`config.mk`:
```
export PLATFORM = sky130hd
export DESIGN_NAME = prediction_packer
export DESIGN_NICKNAME = d
export VERILOG_FILES = /design/src/rtl/rheed_pkg.sv /design/src/rtl/axis_out_reg.sv /design/src/rtl/prediction_packer.sv
export SDC_FILE = /design/constraint.sdc
export NUM_CORES = 1
export LEC_CHECK = 0
export ABC_AREA = 1
export BUFFER_PORTS_ARGS = -buffer_cell sky130_fd_sc_hd__buf_2
export CAP_MARGIN = 20
export CORE_MARGIN = 10
export CORE_UTILIZATION = 45
export CTS_BUF_LIST = sky130_fd_sc_hd__clkbuf_4
export CTS_CLUSTER_DIAMETER = 30
export DETAILED_ROUTE_END_ITERATION = 7
export HOLD_SLACK_MARGIN = 0.05
export PLACE_DENSITY_LB_ADDON = 0.1
export SKIP_LAST_GASP = 1
export SYNTH_ARGS = -nofsm -noshare
export SYNTH_HDL_FRONTEND = slang
export SYNTH_SLANG_ARGS = --single-unit
```
`constraint.sdc`:
```
create_clock -name clk -period 34.5 [get_ports clk]
set_clock_uncertainty 0.2 [all_clocks]
set_input_delay 5.175 -clock clk [delete_from_list [all_inputs] [get_ports clk]]
set_output_delay 5.175 -clock clk [all_outputs]
set_load 0.1 [all_outputs]
```
`src/rtl/rheed_pkg.sv`:
```
// Shared state type, header constant and sizing helpers for the prediction packer.
package rheed_pkg;

    typedef enum logic [1:0] {
        IDLE  = 2'd0,
        PACK  = 2'd1,
        DRAIN = 2'd2
    } pack_state_t;

    localparam logic [31:0] HDR_MAGIC = 32'h52484544; // "RHED"

    function automatic int unsigned calc_lanes(input int unsigned out_w,
                                               input int unsigned pix_w);
        return out_w / pix_w;
    endfunction

    function automatic int unsigned calc_beats(input int unsigned num_samples,
                                               input int unsigned lanes);
        return (num_samples + lanes - 1) / lanes;
    endfunction

    // Byte count of the final beat; a full beat when the frame divides evenly into lanes.
    function automatic int unsigned calc_last_bytes(input int unsigned num_samples,
                                                    input int unsigned lanes,
                                                    input int unsigned pix_w);
        int unsigned rem;
        rem = num_samples % lanes;
        if (rem == 0) rem = lanes;
        return rem * pix_w / 8;
    endfunction

    function automatic logic [95:0] hdr_word(input logic [31:0] frame_cnt,
                                             input logic [15:0] num_samples);
        logic [95:0] w;
        w        = '0;
        w[31:0]  = frame_cnt;
        w[47:32] = num_samples;
        w[95:64] = HDR_MAGIC;
        return w;
    endfunction

endpackage

```
`src/rtl/axis_out_reg.sv`:
```
// One-entry AXI-Stream output register: loads a beat when free, holds it stable until tready.
module axis_out_reg #(
    parameter int unsigned DATA_W = 256,
    parameter int unsigned KEEP_W = DATA_W / 8
) (
    input  logic              clk_i,
    input  logic              rst_i,
    input  logic              load_i,
    input  logic [DATA_W-1:0] data_i,
    input  logic [KEEP_W-1:0] keep_i,
    input  logic              last_i,
    output logic              free_o,
    output logic              tvalid_o,
    input  logic              tready_i,
    output logic [DATA_W-1:0] tdata_o,
    output logic [KEEP_W-1:0] tkeep_o,
    output logic              tlast_o
);

    logic              valid_q, valid_d;
    logic [DATA_W-1:0] data_q, data_d;
    logic [KEEP_W-1:0] keep_q, keep_d;
    logic              last_q, last_d;

    always_comb begin
        valid_d = valid_q;
        data_d  = data_q;
        keep_d  = keep_q;
        last_d  = last_q;
        if (load_i) begin
            valid_d = 1'b1;
            data_d  = data_i;
            keep_d  = keep_i;
            last_d  = last_i;
        end else if (tready_i) begin
            valid_d = 1'b0;
        end
    end

    always_ff @(posedge clk_i or posedge rst_i) begin
        if (rst_i) begin
            valid_q <= 1'b0;
            data_q  <= '0;
            keep_q  <= '0;
            last_q  <= 1'b0;
        end else begin
            valid_q <= valid_d;
            data_q  <= data_d;
            keep_q  <= keep_d;
            last_q  <= last_d;
        end
    end

    // Free when empty or when the held beat leaves on this edge.
    assign free_o   = !valid_q || tready_i;
    assign tvalid_o = valid_q;
    assign tdata_o  = data_q;
    assign tkeep_o  = keep_q;
    assign tlast_o  = last_q;

endmodule

```
`src/rtl/prediction_packer.sv`:
```
// Packs the 8-bit prediction stream into 256-bit AXI-Stream beats, one frame per ap_start.
// Define FRAME_HEADER_EN to prefix every frame with a header beat (frame count, size, magic).
module prediction_packer
    import rheed_pkg::*;
#(
    parameter int unsigned PIXEL_BIT_WIDTH = 8,
    parameter int unsigned OUT_WIDTH       = 256,
    parameter int unsigned NUM_SAMPLES     = 64,
    parameter int unsigned FRAME_CNT_W     = 16
) (
    input  logic                       clk,
    input  logic                       reset,
    input  logic                       ap_start,
    output logic                       ap_done,
    output logic                       ap_idle,
    input  logic                       s_axis_tvalid,
    output logic                       s_axis_tready,
    input  logic [PIXEL_BIT_WIDTH-1:0] s_axis_tdata,
    output logic                       m_axis_tvalid,
    input  logic                       m_axis_tready,
    output logic [OUT_WIDTH-1:0]       m_axis_tdata,
    output logic [OUT_WIDTH/8-1:0]     m_axis_tkeep,
    output logic                       m_axis_tlast,
    output logic [FRAME_CNT_W-1:0]     frame_cnt
);

    localparam int unsigned LANES      = calc_lanes(OUT_WIDTH, PIXEL_BIT_WIDTH);
    localparam int unsigned KEEP_W     = OUT_WIDTH / 8;
    localparam int unsigned LAST_BYTES = calc_last_bytes(NUM_SAMPLES, LANES, PIXEL_BIT_WIDTH);
    localparam int unsigned LANE_W     = (LANES > 1) ? $clog2(LANES) : 1;
    localparam int unsigned SMP_W      = (NUM_SAMPLES > 1) ? $clog2(NUM_SAMPLES) : 1;
    localparam logic [KEEP_W-1:0] LAST_KEEP = {KEEP_W{1'b1}} >> (KEEP_W - LAST_BYTES);

    pack_state_t            state_q, state_d;
    logic [LANE_W-1:0]      lane_cnt_q, lane_cnt_d;
    logic [SMP_W-1:0]       smp_cnt_q, smp_cnt_d;
    logic [OUT_WIDTH-1:0]   acc_q, acc_d;
    logic                   acc_full_q, acc_full_d;
    logic                   acc_last_q, acc_last_d;
    logic [FRAME_CNT_W-1:0] frame_cnt_q, frame_cnt_d;
    logic                   done_q, done_d;

    logic                   s_fire, m_fire, last_smp, beat_done, out_free;
    logic [OUT_WIDTH-1:0]   merged;
    logic                   out_load, out_last;
    logic [OUT_WIDTH-1:0]   out_data;
    logic [KEEP_W-1:0]      out_keep;

    assign s_axis_tready = (state_q == PACK) && !acc_full_q;
    assign s_fire        = s_axis_tvalid && s_axis_tready;
    assign m_fire        = m_axis_tvalid && m_axis_tready;
    assign last_smp      = (smp_cnt_q == SMP_W'(NUM_SAMPLES - 1));
    assign beat_done     = s_fire && (last_smp || (lane_cnt_q == LANE_W'(LANES - 1)));

    // Assembly word with the incoming sample dropped into its lane.
    always_comb begin
        merged = acc_q;
        for (int unsigned i = 0; i < LANES; i++) begin
            if (lane_cnt_q == LANE_W'(i)) begin
                merged[i*PIXEL_BIT_WIDTH +: PIXEL_BIT_WIDTH] = s_axis_tdata;
            end
        end
    end

    always_comb begin
        state_d     = state_q;
        lane_cnt_d  = lane_cnt_q;
        smp_cnt_d   = smp_cnt_q;
        acc_d       = acc_q;
        acc_full_d  = acc_full_q;
        acc_last_d  = acc_last_q;
        frame_cnt_d = frame_cnt_q;
        done_d      = 1'b0;
        out_load    = 1'b0;
        out_data    = merged;
        out_keep    = '1;
        out_last    = 1'b0;

        unique case (state_q)
            IDLE: begin
                if (ap_start) begin
                    state_d = PACK;
`ifdef FRAME_HEADER_EN
                    out_load = 1'b1;
                    out_data = OUT_WIDTH'(hdr_word(32'(frame_cnt_q), 16'(NUM_SAMPLES)));
`endif
                end
            end
            PACK: begin
                if (s_fire && last_smp) state_d = DRAIN;
            end
            DRAIN: begin
                if (m_fire && m_axis_tlast) state_d = IDLE;
            end
            default: state_d = IDLE;
        endcase

        if (s_fire) begin
            smp_cnt_d = last_smp ? '0 : smp_cnt_q + SMP_W'(1);
            if (beat_done) begin
                lane_cnt_d = '0;
                if (out_free) begin
                    out_load = 1'b1;
                    out_data = merged;
                    out_keep = last_smp ? LAST_KEEP : '1;
                    out_last = last_smp;
                    acc_d    = '0;
                end else begin
                    acc_d      = merged;
                    acc_full_d = 1'b1;
                    acc_last_d = last_smp;
                end
            end else begin
                acc_d      = merged;
                lane_cnt_d = lane_cnt_q + LANE_W'(1);
            end
        end else if (acc_full_q && out_free) begin
            // Parked beat moves out; clearing acc keeps padding lanes zero.
            out_load   = 1'b1;
            out_data   = acc_q;
            out_keep   = acc_last_q ? LAST_KEEP : '1;
            out_last   = acc_last_q;
            acc_d      = '0;
            acc_full_d = 1'b0;
            acc_last_d = 1'b0;
        end

        if (m_fire && m_axis_tlast) begin
            frame_cnt_d = frame_cnt_q + FRAME_CNT_W'(1);
            done_d      = 1'b1;
        end
    end

    always_ff @(posedge clk or posedge reset) begin
        if (reset) begin
            state_q     <= IDLE;
            lane_cnt_q  <= '0;
            smp_cnt_q   <= '0;
            acc_q       <= '0;
            acc_full_q  <= 1'b0;
            acc_last_q  <= 1'b0;
            frame_cnt_q <= '0;
            done_q      <= 1'b0;
        end else begin
            state_q     <= state_d;
            lane_cnt_q  <= lane_cnt_d;
            smp_cnt_q   <= smp_cnt_d;
            acc_q       <= acc_d;
            acc_full_q  <= acc_full_d;
            acc_last_q  <= acc_last_d;
            frame_cnt_q <= frame_cnt_d;
            done_q      <= done_d;
        end
    end

    axis_out_reg #(
        .DATA_W(OUT_WIDTH),
        .KEEP_W(KEEP_W)
    ) u_out (
        .clk_i   (clk),
        .rst_i   (reset),
        .load_i  (out_load),
        .data_i  (out_data),
        .keep_i  (out_keep),
        .last_i  (out_last),
        .free_o  (out_free),
        .tvalid_o(m_axis_tvalid),
        .tready_i(m_axis_tready),
        .tdata_o (m_axis_tdata),
        .tkeep_o (m_axis_tkeep),
        .tlast_o (m_axis_tlast)
    );

    assign ap_done   = done_q;
    assign ap_idle   = (state_q == IDLE);
    assign frame_cnt = frame_cnt_q;

endmodule

```
==> metrics <==
required time of the critical path 35.20 ns; Num CTS Buffers 161; Hold Path Depth 2; async set or reset register ratio after synthesis 100%; Worst-path clk slew 0.06 ns; length of the first detailed-routing pass in iterations 5; worst rel slew slack 15.7%; worst hold slack across all endpoints 0.281 ns; Clock Tree Root clkbuf_4; most common cell in the netlist nand2_1; arrival time of data at the critical path endpoint 9.23 ns; nets@finish 4624; final setup violation count 0; hold path startpoint acc_q[126]$_DFFE_PP0P_; Hold Crit Endpoint acc_q[126]$_DFFE_PP0P_; library cell with the largest summed area after synthesis dfrtp_1; total of flip-flops plus latches after synthesis 547; run status completed; ys flop type dfrtp_1; largest net degree at the start of global routing 219; ratio of cells with drive above 1 in the final layout 13.4%; count of antenna-violating nets left after detailed routing 0; synthesized instance count 4441; reg-to-reg startpoint lane_cnt_q[2]$_DFFE_PP0P_; synth warn 0; # clock sinks 547; routability cong. 0.790; netlist area before placement 31200 sq um; dominant cells by area after synthesis dfrtp_1 44%, nand2_1 25%, nand3_1 9.7%; Post-Syn Nets 4464; largest voltage drop on the vdd net 0.0955 mV; total of cells resized after clock tree synthesis 0; antenna violations before repair 1; number of enable flip-flop cells after synthesis 0; top post-synthesis cells by count 2061 x nand2_1, 604 x nand3_1, 547 x dfrtp_1, 298 x inv_1, 232 x nand3b_1; share of the clock period used by the worst path 24.7%; Area Overhead vs Synth 10.8%; Initial DRC Count 2881; final hold vios 0; Detailed Route WL 101000 microns; # Max-Cap Violations 0; count of hold buffers inserted by post-cts repair 0; Max H-tree Level 4; fraction of the yosys area taken by sequential cells 43.9%; Power Dens Cells 106 nW/um^2; wire length per cell 18.0 microns; min-delay worst type flip-flop to flip-flop; synth unique cells 29; reg2reg end u_out.tdata_o[45]$_DFFE_PP0P_; Worst-Margin Slew 1.26 ns; final setup TNS 0 ns; height of the die 283 microns; class of the most critical setup path primary input to flip-flop; static leakage 0.0196 uW; floorplan die area 80200 sq um; routed via count 29700; fmax 0.117 GHz; average size of a mapped cell 7.02 sq um; Chip Width 283 microns; buffer levels on the longest clock path 3; max-slew violation total from the final report 0; total DRC errors in the routed layout 0; startpoint class of the critical path primary input; global-route wire length before repair 163000 microns; CTS tree done; via density per instance 5.29; count of buffers inserted at the top-level ports 321; slack of the worst reg-to-reg path 29.40 ns; post-route minimum period 8.52 ns; GRT Resource Usage Total 24.6%; setup repair after global routing missed its margin false; clock latency reported for the late side of the worst-skew pair 0.99 ns; via count of the first global-routing pass 28500; starting utilization of the core area 45.4%; total congestion overflow 0; total number of placement rows 96; top cell type's share of synthesized area 43.9%; core footprint 68600 sq um; # IOs 322; DP Wirelength 56600 microns; crit-path max FO 100; postcts setup bufs 0; Worst Setup End Kind flip-flop; FF-to-FF path depth 10
==> how the worst max path moves through the flow <==
stage,start,end,cells past startpoint
after floorplan,reset,acc_full_q$_DFFE_PP0P_,1
after global placement,s_axis_tvalid,u_out.tdata_o[218]$_DFFE_PP0P_,9
after detailed placement,s_axis_tvalid,u_out.tdata_o[197]$_DFFE_PP0P_,9
after CTS,s_axis_tvalid,u_out.tdata_o[197]$_DFFE_PP0P_,9
after global routing,s_axis_tvalid,u_out.tdata_o[203]$_DFFE_PP0P_,9
final,s_axis_tvalid,u_out.tdata_o[45]$_DFFE_PP0P_,9
==> cells in the final DEF, fill, tap and decap left out, drive strengths merged, types with 2 or more instances in the layout <==
cell type,Yosys,routed
bufinv,0,6
nand2,2062,2062
buf,255,360
inv,303,306
nor2,41,41
clkinv,0,31
nand3,606,606
nand4,206,206
ha,10,10
xor2,6,6
o21ai,50,50
xnor2,6,6
nor3,2,2
dfrtp,547,547
nand3b,232,232
clkbuf,108,215
o21bai,3,3
==> kinds of logic (layout without fill, tap and decap cells) <==
family | count (synthesis) | count (layout) | share of synthesized area (%)
adder cells (fa/ha/maj) | 10 | 10 | 0.401
buffers and inverters | 666 | 918 | 9.38
AO/OA/AOI/OAI | 55 | 55 | 0.939
other | 0 | 1 | 0
XOR/XNOR | 12 | 12 | 0.337
flip-flops | 547 | 547 | 43.9
AND/OR/NAND/NOR | 3151 | 3151 | 45.0
==> power by group <==
group / switching [uW] / internal [uW] / total, uW
Clock: 292 / 330 / 622
Sequential: 180 / 874 / 1050
Combinational: 1580 / 391 / 1970
Total: 2050 / 1600 / 3650
==> state kept, by name, summed over array words and instances (netlist names) <==
signal,count
smp_cnt_q,6
state_q,2
acc_last_q,1
acc_full_q,1
u_out.tkeep_o,1
lane_cnt_q,5
u_out.tlast_o,1
acc_q,256
frame_cnt,16
u_out.tdata_o,256
ap_done,1
u_out.tvalid_o,1
==> through the flow <==
| step | utilization [%] | worst slack, ns | cells | power, uW | instance area, sq um |
|---|---|---|---|---|---|
| floorplan | - | 13.83 | 4441 | 2650 | 31200 |
| global placement | 47.5 | 25.00 | 5369 | 3030 | 32600 |
| detailed placement | 47.5 | 24.98 | 5369 | 3040 | 32600 |
| CTS | 50.3 | 26.07 | 5624 | 3670 | 34500 |
| global route | 50.3 | 25.67 | 5625 | 3890 | 34500 |
| finish | 50.3 | 25.98 | 5625 | 3650 | 34500 |
==> worst max-delay path: stages <==
cell     delay, ns
buf_2         0.11
nand4_2       0.29
inv_8         0.29
nand3_4       0.67
buf_4         0.84
buf_4         0.62
buf_4         0.83
nand3_1       0.18
nand2_1       0.11
==> area by class of cell <==
type	count	area [sq um]
sequential	547	13700
timing repair buffer	360	1950
clock inverter	40	327
antenna	1	2.50
clock buffer	215	1610
multi-input combinational	3228	14600
tap	931	1160
inverter	303	1160
fill	6940	34100
==> layer usage <==
metal / global-route usage, % / vias up / part of all wire [%]
met3: 5.01 / 153 / 6.7
met2: 39.3 / 1003 / 47
li1: - / 14500 / -
met4: 7.78 / 0 / 2.2
met1: 33.2 / 14000 / 44
met5: 0 / - / 0
(Power assumes the default switching activity.)
